File: src/rtl/audio_ns_pkg.sv
// Shared types and constants for the audio_ns I2S bridge.
package audio_ns_pkg;

    localparam int unsigned SampleWidth   = 16;
    localparam int unsigned SyncDepth     = 2;
    // Worst-case clk cycles from the last-bit bclk rise to the req toggle.
    localparam int unsigned MaxReqLatency = 4;

    typedef logic signed [SampleWidth-1:0] sample_t;

    typedef enum logic [1:0] {
        StIdle,
        StAlign,
        StRun
    } state_e;

endpackage

File: src/rtl/audio_ns_sync_edge.sv
// Multi-flop synchroniser for an asynchronous level, with rise/fall pulses
// derived from the synchronised level.
module audio_ns_sync_edge
    import audio_ns_pkg::*;
#(
    parameter int unsigned Depth = SyncDepth
) (
    input  logic clk,
    input  logic rst,
    input  logic d_i,
    output logic q_o,
    output logic rise_o,
    output logic fall_o
);

    logic [Depth-1:0] sync_q;
    logic             prev_q;

    // Shift the async input through the synchroniser, keep one more stage for edges.
    always_ff @(posedge clk or posedge rst) begin
        if (rst) begin
            sync_q <= '0;
            prev_q <= 1'b0;
        end else begin
            sync_q <= {sync_q[Depth-2:0], d_i};
            prev_q <= sync_q[Depth-1];
        end
    end

    assign q_o    = sync_q[Depth-1];
    assign rise_o = q_o & ~prev_q;
    assign fall_o = ~q_o & prev_q;

endmodule

File: src/rtl/audio_ns_i2s_bridge.sv
// I2S slave bridge: deserialises the left word towards the core over a toggle
// req/ack handshake and serialises the core's answer onto both output slots.
module audio_ns_i2s_bridge
    import audio_ns_pkg::*;
#(
    parameter int unsigned FIXWID = 16,
    parameter int unsigned SLOT   = 32
) (
    input  logic              clk,
    input  logic              rst,
    input  logic              enable,
    input  logic              bclk,
    input  logic              lrclk,
    input  logic              sdin,
    output logic              sdout,
    output logic              req,
    input  logic              ack,
    output logic [FIXWID-1:0] rx_data,
    input  logic [FIXWID-1:0] tx_data,
    output logic              overflow
);

    localparam int unsigned RxCntW = $clog2(FIXWID + 1);
    localparam int unsigned TxCntW = $clog2(SLOT + 1);
    localparam logic [RxCntW-1:0] RxLast = RxCntW'(FIXWID - 1);
    localparam logic [RxCntW-1:0] RxFull = RxCntW'(FIXWID);
    localparam logic [TxCntW-1:0] TxData = TxCntW'(FIXWID);
    localparam logic [TxCntW-1:0] TxFull = TxCntW'(SLOT);

    logic bclk_s, bclk_rise, bclk_fall;
    logic lr_s, lr_rise, lr_fall;
    logic sdin_s, sdin_rise, sdin_fall;

    audio_ns_sync_edge u_bclk_sync (
        .clk    (clk),
        .rst    (rst),
        .d_i    (bclk),
        .q_o    (bclk_s),
        .rise_o (bclk_rise),
        .fall_o (bclk_fall)
    );

    audio_ns_sync_edge u_lrclk_sync (
        .clk    (clk),
        .rst    (rst),
        .d_i    (lrclk),
        .q_o    (lr_s),
        .rise_o (lr_rise),
        .fall_o (lr_fall)
    );

    audio_ns_sync_edge u_sdin_sync (
        .clk    (clk),
        .rst    (rst),
        .d_i    (sdin),
        .q_o    (sdin_s),
        .rise_o (sdin_rise),
        .fall_o (sdin_fall)
    );

    logic unused_sync;
    assign unused_sync = ^{bclk_s, sdin_rise, sdin_fall};

    state_e            state_q;
    logic [RxCntW-1:0] rx_cnt_q;
    logic [TxCntW-1:0] tx_cnt_q;
    logic              skip_q;
    logic [FIXWID-1:0] rx_shift_q, tx_shift_q, tx_hold_q, rx_data_q;
    logic              ack_q, pending_q, req_q, overflow_q, sdout_q;

    logic              lr_edge, ack_evt, pending_eff;
    logic [FIXWID-1:0] rx_shift_nxt;

    // An ack toggle in the same cycle as a word completion frees the slot first.
    always_comb begin
        lr_edge      = lr_rise | lr_fall;
        ack_evt      = ack != ack_q;
        pending_eff  = pending_q & ~ack_evt;
        rx_shift_nxt = {rx_shift_q[FIXWID-2:0], sdin_s};
    end

    // Bridge FSM with handshake, receive shifter and transmit shifter.
    always_ff @(posedge clk or posedge rst) begin
        if (rst) begin
            state_q    <= StIdle;
            rx_cnt_q   <= '0;
            tx_cnt_q   <= '0;
            skip_q     <= 1'b0;
            rx_shift_q <= '0;
            tx_shift_q <= '0;
            tx_hold_q  <= '0;
            rx_data_q  <= '0;
            ack_q      <= 1'b0;
            pending_q  <= 1'b0;
            req_q      <= 1'b0;
            overflow_q <= 1'b0;
            sdout_q    <= 1'b0;
        end else begin
            pending_q <= pending_eff;
            if (ack_evt) begin
                tx_hold_q <= tx_data;
                ack_q     <= ack;
            end

            if (!enable) begin
                // Counters restart on the next slot, so a partial word is simply lost.
                state_q    <= StIdle;
                rx_cnt_q   <= '0;
                tx_cnt_q   <= '0;
                skip_q     <= 1'b0;
                overflow_q <= 1'b0;
                sdout_q    <= 1'b0;
            end else begin
                unique case (state_q)
                    StIdle: state_q <= StAlign;
                    StAlign, StRun: begin
                        if (lr_edge) begin
                            state_q    <= StRun;
                            rx_cnt_q   <= '0;
                            skip_q     <= 1'b1;
                            tx_shift_q <= tx_hold_q;
                            tx_cnt_q   <= '0;
                            sdout_q    <= 1'b0;
                        end else if (state_q == StRun) begin
                            if (bclk_rise) begin
                                if (skip_q) begin
                                    skip_q <= 1'b0;
                                end else if (rx_cnt_q < RxFull) begin
                                    rx_shift_q <= rx_shift_nxt;
                                    rx_cnt_q   <= rx_cnt_q + RxCntW'(1);
                                    // Only the left slot (lrclk low) reaches the core.
                                    if (rx_cnt_q == RxLast && !lr_s) begin
                                        if (!pending_eff) begin
                                            rx_data_q <= rx_shift_nxt;
                                            req_q     <= ~req_q;
                                            pending_q <= 1'b1;
                                        end else begin
                                            overflow_q <= 1'b1;
                                        end
                                    end
                                end
                            end
                            if (bclk_fall) begin
                                if (tx_cnt_q < TxData) begin
                                    sdout_q    <= tx_shift_q[FIXWID-1];
                                    tx_shift_q <= {tx_shift_q[FIXWID-2:0], 1'b0};
                                end else begin
                                    sdout_q <= 1'b0;
                                end
                                if (tx_cnt_q < TxFull) begin
                                    tx_cnt_q <= tx_cnt_q + TxCntW'(1);
                                end
                            end
                        end
                    end
                    default: state_q <= StIdle;
                endcase
            end
        end
    end

    assign sdout    = sdout_q;
    assign req      = req_q;
    assign rx_data  = rx_data_q;
    assign overflow = overflow_q;

endmodule

File: config.mk
export PLATFORM = sky130hd
export DESIGN_NAME = audio_ns_i2s_bridge
export DESIGN_NICKNAME = d
export VERILOG_FILES = /design/src/rtl/audio_ns_pkg.sv /design/src/rtl/audio_ns_sync_edge.sv /design/src/rtl/audio_ns_i2s_bridge.sv
export SDC_FILE = /design/constraint.sdc
export NUM_CORES = 1
export LEC_CHECK = 0
export CORE_MARGIN = 2
export CORE_UTILIZATION = 40
export DETAILED_ROUTE_END_ITERATION = 8
export HOLD_SLACK_MARGIN = 0.02
export PLACE_DENSITY_LB_ADDON = 0.15
export REMOVE_ABC_BUFFERS = 1
export SLEW_MARGIN = 40
export SYNTH_ARGS = -nofsm -noshare
export SYNTH_HDL_FRONTEND = slang
export SYNTH_SLANG_ARGS = --single-unit
export TNS_END_PERCENT = 1
File: constraint.sdc
create_clock -name clk -period 3.75 [get_ports clk]
set_clock_uncertainty 0.1 [all_clocks]
set_input_delay 0.75 -clock clk [delete_from_list [all_inputs] [get_ports clk]]
set_output_delay 0.75 -clock clk [all_outputs]
set_load 0.005 [all_outputs]
# == After elaboration in Yosys (flattened, before gate mapping) ==
# Cells that the tools add are included.
# totals
reg_bits,90
in_bits,23
out_inout_bits,19
wordCells,120
# classes
n_addsub,2
order_cmp,3
n_eq_ne,19
muxes,48
bitwise_logic,15
n_reduce_logical,15
# ops
op,count
2-to-1 mux 16 bit,4
2-to-1 mux 6 bit,6
2-to-1 mux 5 bit,7
2-to-1 mux 1 bit,28
"!= test 3 x 1 -> 1 bit, second input constant",5
"!= test 2 x 1 -> 1 bit, second input constant",6
AND reduction 5 bit,2
NOT 1 bit,9
AND reduction 9 bit,1
AND reduction 8 bit,1
AND reduction 7 bit,1
"adder 6 x 1 -> 6 bit, second input constant",1
"less-than comparator 6 x 5 -> 1 bit, second input constant",1
"less-than comparator 6 bit, second input constant",1
AND reduction 3 bit,2
nonzero test 2 bit,3
"adder 5 x 1 -> 5 bit, second input constant",1
AND 1 bit,5
"== test 5 x 4 -> 1 bit, second input constant",1
"less-than comparator 5 bit, second input constant",1
2-to-1 mux 2 bit,2
"!= test 2 bit, second input constant",2
one-hot mux 2 bit (2 select lines),1
AND reduction 4 bit,1
10 further kinds,10

# == Logic depth before layout (Yosys ltp) ==
# Gate-level depths: netlist of run 1.
# depth
depth_word,12
depth_mapped,8
depth_no_buf,6

# == By module ==
# Synthesis of run 1 repeated with hierarchy kept, for this count alone.
# unflattened
hier_cells,315
hier_area_um2,3782.4
# modules_own_cells
mod,n_inst,cells_each,area_per_inst_um2,seq_area_each_um2
audio_ns_i2s_bridge,1,297,3500.9,2052.0
audio_ns_sync_edge,3,6,93.8,75.1

# == Least setup slack after synthesis of run 1 ==
# No wires, ideal clock.
# synth_path
path_type,input-to-reg
start,input port enable
end,register rx_data_q[0] (netlist: rx_data[0])
setup_ns,0.125
arrival_ns,1.951
slack_ns,1.574
stages,6
cell_sequence,buf_2 -> inv_1 -> nor2_2 -> nand4b_4 -> buf_6 -> mux2_4
# synth_between
elab_chain_cells,1
# synth_lines
item,line,rtl
start: declaration,audio_ns_i2s_bridge.sv:11,"input logic enable,"
AND reduction 9 bit (no source line),n/a,
end signal: assignment,audio_ns_i2s_bridge.sv:134,rx_data_q <= rx_shift_nxt;
end: declaration,audio_ns_i2s_bridge.sv:68,"logic [FIXWID-1:0] rx_shift_q, tx_shift_q, tx_hold_q, rx_data_q;"
# Every way passes these cells.
# A chain may end at the register's enable or synchronous reset.

# == Final worst setup path of run 1 ==
# layout_path
start,register state_q[1]
end,register rx_data_q[15] (netlist: rx_data[15])
# layout_between
elab_chain_cells,3
# layout_lines
item,line,rtl
start: declaration,audio_ns_i2s_bridge.sv:64,state_e state_q;
start signal: assignment,audio_ns_i2s_bridge.sv:85,state_q <= StIdle;
start signal: assignment,audio_ns_i2s_bridge.sv:107,state_q <= StIdle;
start signal: assignment,audio_ns_i2s_bridge.sv:115,StIdle: state_q <= StAlign;
== test 2 bit or == test 2 x 1 -> 1 bit (tied branches),"audio_ns_i2s_bridge.sv:114, audio_ns_i2s_bridge.sv:124",
OR reduction 2 bit,audio_ns_i2s_bridge.sv:114,unique case (state_q)
AND reduction 9 bit (no source line) *,n/a,
# Mark *: on every way between the ends. The rest lies on a longest branch, timed or not.

==> impl_metrics.json, run 1 <==
{
  "place.gp.congestion": 0.798,
  "met1_usage_pct": 19.8,
  "ys_warn_count": 0,
  "final_common_cell": "dfrtp_1",
  "dr.pass1.iters": 5,
  "max-slew-margin-rel_pct": 47.1,
  "placed_area_um2": 4280,
  "worstPathBufferInverterCount": 3,
  "antenna_cells": 0,
  "min_period_ns": 2.42,
  "drtAntennaViolNets": 0,
  "synth_top_area_cell": "dfrtp_1",
  "port_buffers": 41,
  "setup_viol": 0,
  "synth_compound_gate_area_share_pct": 11.1,
  "status": "finished clean",
  "synth_cell_type_count": 48,
  "critical_path_class": "register to register",
  "syn-cell-area_um2": 3760,
  "dp.cells": 418,
  "grt-busiest-layer": "met2",
  "core_area_um2": 9200,
  "reg2regPathDepth": 7,
  "totalWireLength_um": 6860,
  "mostFrequentLayoutCells": "dfrtp_1, clkdlybuf4s50_1, mux2_2, o22ai_1, a2bb2oi_1",
  "numCtsBuffers": 9,
  "cp_max_fo": 17,
  "track_usage_pct": 15.0,
  "startpoint": "state_q[1]",
  "die_w_um": 101,
  "cp.arrival_ns": 2.55,
  "drcViolationCount": 0,
  "rsz0062_at_grt": "no",
  "final_max_slew_viol_count": 0,
  "synth_top_area_share_pct": 59.9,
  "hp-start": "u_sdin_sync.sync_q[0]",
  "initial_core_util_pct": 40.9,
  "instances_no_fill": 433,
  "grt.met2_usage_pct": 22.9,
  "root_buffer": "clkbuf_8",
  "initialDrtViolationCount": 110,
  "p_per_area_nw_per_um2": 505,
  "cts_tree": "built",
  "peakVddDrop_uv": 234,
  "avgRoutedWirePerCell_um": 15.8,
  "dp_hpwl_um": 4380,
  "dp_slack_ns": 1.03,
  "r2r_slack_ns": 1.33,
  "fp.dieH_um": 101,
  "p_leak_nw": 2.01,
  "slowest_stage": "ha_1",
  "p_total_mw": 2.29,
  "syn_avg_cell_area_um2": 13.7,
  "hold_path_depth": 0,
  "ys_seq_area_share_pct": 59.9,
  "io_pins": 42,
  "cp.required_ns": 3.89,
  "synthSimpleGateAreaFrac_pct": 7.49,
  "post_cts_buffers": 0,
  "finalHoldViolCount": 0,
  "critPathLaunchType": "register",
  "grt_pass1_wl_um": 11800,
  "final_cell_area_um2": 4520,
  "synthAdderAreaFrac_pct": 1.66,
  "r2r-end": "rx_data[15]",
  "synth_top_family_by_area": "multiplexers",
  "hold_path_end": "u_sdin_sync.sync_q[1]",
  "layout.nets": 346,
  "vias": 2329,
  "grt_start_max_net_pins": 53,
  "cp_top_family": "simple AND/OR/NAND/NOR gates",
  "dieArea_um2": 10200,
  "max_cap_violations": 0,
  "clk_latency_ns": 0.35,
  "ys_top_cells_by_area": "dfrtp_1, mux2_2, mux2_4",
  "tns_ns": 0,
  "area_growth_pct": 20.3,
  "min_path_type": "register to register",
  "grt_pass1_vias": 2459,
  "overflow": 0,
  "critPathCaptureType": "register",
  "nFillCells": 834,
  "use_met3_pct": 5.41,
  "rr_startpoint": "state_q[1]",
  "synthFlopType": "dfrtp_1",
  "drive_gt1_share_pct": 24.2,
  "cts_resized": 0,
  "netlist_instances": 275,
  "cts.path.max_buffers": 2,
  "rows": 35,
  "synth_xor_area_share_pct": 1.63,
  "synth_edf_count": 0,
  "cts_sinks": 90,
  "cp_slowest_stage_delay_ns": 0.46,
  "ctsHoldBuffers": 0,
  "hold_ws_ns": 0.262,
  "setup_ws_ns": 1.33,
  "worstMarginPinSlew_ns": 0.790,
  "cts.htree.levels": 3,
  "async_flop_share_pct": 100,
  "synthMuxAreaShare_pct": 15.3,
  "path_cells": "inv_1 -> ha_1 -> inv_2 -> nor2_2 -> buf_4 -> nand4b_4 -> mux2_4",
  "avgViaCountPerCell": 5.38,
  "final_util_pct": 49.2,
  "antenna_found_initial": 0,
  "ys_ff_latch": 90,
  "fmax_ghz": 0.414,
  "cts.clk_slew.worst_paths_ns": 0.09,
  "min_period_over_period_pct": 64.4
}
==> layout make-up <==
cell class / instances / area [um^2] / share of cell area, %
clock buffer: 9 / 124 / 2.74
clock inverter: 6 / 115 / 2.54
inverter: 9 / 35.0 / 0.775
multi-input combinational: 162 / 1400 / 30.9
sequential: 90 / 2250 / 49.8
tap: 111 / 139 / 3.07
timing repair buffer: 46 / 460 / 10.2
==> per-layer routing <==
layer	part of all wire [%]	routed length (um)
met3	4.4	305
met2	47	3200
met4	1.6	109
met1	47	3240
met5	0	0
==> worst reg2reg max path, cell delays in order, from the launching register on <==
cell      delay, ns
dfrtp_1        0.35
inv_1          0.06
ha_1           0.46
inv_2          0.16
nor2_2         0.10
buf_4          0.25
nand4b_4       0.39
mux2_4         0.43
==> state kept, by name, indices dropped and copies added (netlist names), 2 cells and up <==
signal               flops
rx_data                 16
tx_hold_q               16
tx_shift_q              16
rx_shift_q              15
tx_cnt_q                 6
rx_cnt_q                 5
state_q                  2
u_bclk_sync.sync_q       2
u_lrclk_sync.sync_q      2
u_sdin_sync.sync_q       2
==> worst max path at each step <==
stage / end / slack [ns] / depth (start not counted)
detailed placement: rx_data[15] / 1.03 / 6
CTS: rx_data[15] / 1.34 / 7
global route: rx_data[15] / 1.18 / 7
global placement: rx_data[2] / 1.04 / 6
floorplan: ack_q / 0.56 / 1
finish: rx_data[15] / 1.33 / 7
==> Yosys cell counts (all sizes together), types with 6 or more instances <==
cell and count:
dfrtp 90, mux2 48, a2bb2oi 15, o22ai 15, inv 9, nand2 9
buf 8, nand3 7, o21ai 7, clkbuf 6
==> cell families (layout without fill, tap and decap cells) <==
family	after synthesis	in the layout
AO/OA/AOI/OAI	59	59
XOR/XNOR	4	4
adder cells (fa/ha/maj)	5	5
buffers and inverters	23	70
flip-flops	90	90
multiplexers	48	48
AND/OR/NAND/NOR	46	46
==> report_power, final <==
part           switching, mW  internal (mW)
Sequential            0.0703           1.09
Combinational          0.167          0.170
Clock                  0.342          0.442
No activity file was read; power rests on OpenSTA's default activity.
==> run 2: changes to the inputs <==
==> constraint.sdc (replaced) <==
create_clock -name clk -period 2.4 [get_ports clk]
set_clock_uncertainty 0.1 [all_clocks]
set_input_delay 0.48 -clock clk [delete_from_list [all_inputs] [get_ports clk]]
set_output_delay 0.48 -clock clk [all_outputs]
set_load 0.005 [all_outputs]
==> run 2 against run 1 <==
Compared with the run above:
- total power rose by 46%
- non-clock buffer count is 7 higher
- first-iteration DRC count is 9.1% lower
- cell count is 1.8% higher
- global-route usage about the same
- setup slack got worse by 1.1 ns
- largest power group unchanged
- highest routed layer unchanged
- fmax grew 12%
- design area hardly changed
==> impl_metrics.json, run 2 (same netlist as run 1, synthesis figures left out) <==
{
  "status": "finished clean",
  "cp.arrival_ns": 2.28,
  "place.gp.congestion": 0.807,
  "critical_path_class": "register to register",
  "ctsHoldBuffers": 0,
  "cts.htree.levels": 3,
  "area_growth_pct": 20.4,
  "mostFrequentLayoutCells": "dfrtp_1, clkdlybuf4s50_1, mux2_2, o22ai_1, a2bb2oi_1",
  "final_max_slew_viol_count": 0,
  "avgRoutedWirePerCell_um": 15.5,
  "root_buffer": "clkbuf_8",
  "slowest_stage": "nand4b_4",
  "totalWireLength_um": 6820,
  "p_leak_nw": 2.03,
  "p_per_area_nw_per_um2": 736,
  "fmax_ghz": 0.465,
  "cts.path.max_buffers": 2,
  "dp_hpwl_um": 4420,
  "grt_pass1_wl_um": 11800,
  "cts_sinks": 90,
  "tns_ns": 0,
  "placed_area_um2": 4340,
  "cp.required_ns": 2.53,
  "dieArea_um2": 10200,
  "cts.clk_slew.worst_paths_ns": 0.09,
  "drtAntennaViolNets": 0,
  "dr.pass1.iters": 4,
  "cts_resized": 0,
  "vias": 2389,
  "overflow": 0,
  "initialDrtViolationCount": 100,
  "cp_slowest_stage_delay_ns": 0.47,
  "core_area_um2": 9200,
  "min_period_over_period_pct": 89.7,
  "initial_core_util_pct": 40.9,
  "layout.nets": 353,
  "min_period_ns": 2.15,
  "final_common_cell": "dfrtp_1",
  "path_cells": "ha_1 -> and3_1 -> ha_1 -> nand4b_1 -> nand4b_4 -> mux2_4",
  "finalHoldViolCount": 0,
  "min_path_type": "register to register",
  "cp_top_family": "simple AND/OR/NAND/NOR gates",
  "post_cts_buffers": 0,
  "track_usage_pct": 15.0,
  "numCtsBuffers": 9,
  "drive_gt1_share_pct": 26.1,
  "max_cap_violations": 0,
  "critPathLaunchType": "register",
  "io_pins": 42,
  "peakVddDrop_uv": 280,
  "hold_ws_ns": 0.255,
  "cpMostUsedCell": "ha_1",
  "critPathCaptureType": "register",
  "rsz0062_at_grt": "no",
  "cp_max_fo": 17,
  "final_cell_area_um2": 4520,
  "antenna_cells": 0,
  "fp.dieH_um": 101,
  "avgViaCountPerCell": 5.42,
  "worstPathBufferInverterCount": 0,
  "antenna_found_initial": 0,
  "die_w_um": 101,
  "port_buffers": 41,
  "clk_latency_ns": 0.35,
  "cts_tree": "built",
  "rows": 35,
  "drcViolationCount": 0,
  "grt_start_max_net_pins": 91,
  "worstMarginPinSlew_ns": 0.460,
  "max-slew-margin-rel_pct": 69.3,
  "setup_viol": 0,
  "grt_pass1_vias": 2427
}
## run 2: cell types whose count changed in the layout (fill, tap and decap cells not counted), sizes merged
cell / before / now
inv: 9 / 10
buf: 5 / 12
clkinvlp: 1 / 0
bufinv: 3 / 0
clkbuf: 9 / 11
clkinv: 2 / 4
## run 2: path summary, 6_finish.rpt
kind | from | end | slack, ns | depth (start not counted)
setup / recovery | rx_cnt_q[0] | rx_data[4] | 0.25 | 6
hold / removal | u_bclk_sync.sync_q[0] | u_bclk_sync.sync_q[1] | 0.26 | 0
setup reg to reg | rx_cnt_q[0] | rx_data[4] | 0.25 | 6
hold reg to reg | u_bclk_sync.sync_q[0] | u_bclk_sync.sync_q[1] | 0.26 | 0
max in group asynchronous | rst | rx_cnt_q[1] | 1.40 | 3
min in group asynchronous | rst | tx_shift_q[9] | 0.46 | 3
## run 2: worst register-to-register path, cell delays in order, from the launching register on
cell	delay (ns)
dfrtp_1	0.38
ha_1	0.20
and3_1	0.17
ha_1	0.14
nand4b_1	0.16
nand4b_4	0.47
mux2_4	0.42
## run 2: metrics by stage
stage | cells | util, % | power (mW) | setup WS (ns)
after global placement | 425 | 47.2 | 2.38 | 0.0120
after global routing | 441 | 49.2 | 3.51 | 0.0958
after CTS | 441 | 49.2 | 3.37 | 0.224
after detailed placement | 425 | 47.2 | 2.39 | 0.00772
final | 441 | 49.2 | 3.33 | 0.248
after floorplan | 261 | - | 2.20 | -0.515
## run 2: metal layers
metal	GRT usage [%]	wire length, um	vias up
li1	-	-	1109
met1	20.8	3210	1216
met2	22.4	3180	55
met3	4.16	315	9
met4	5.61	113	0
met5	0	0	-
## run 2: power by group
part / internal (mW) / total, mW / switching [mW]
combinational: 0.280 / 0.540 / 0.260
sequential: 1.71 / 1.82 / 0.111
clock: 0.439 / 0.969 / 0.530
total: 2.43 / 3.33 / 0.902
## run 2: area by class of cell
class                      instances  area [um^2]
clock buffer                      11          151
inverter                           9         35.0
tap                              111          139
clock inverter                     5         36.3
fill                             850         4670
timing repair buffer              53          513
sequential                        90         2250
multi-input combinational        162         1400
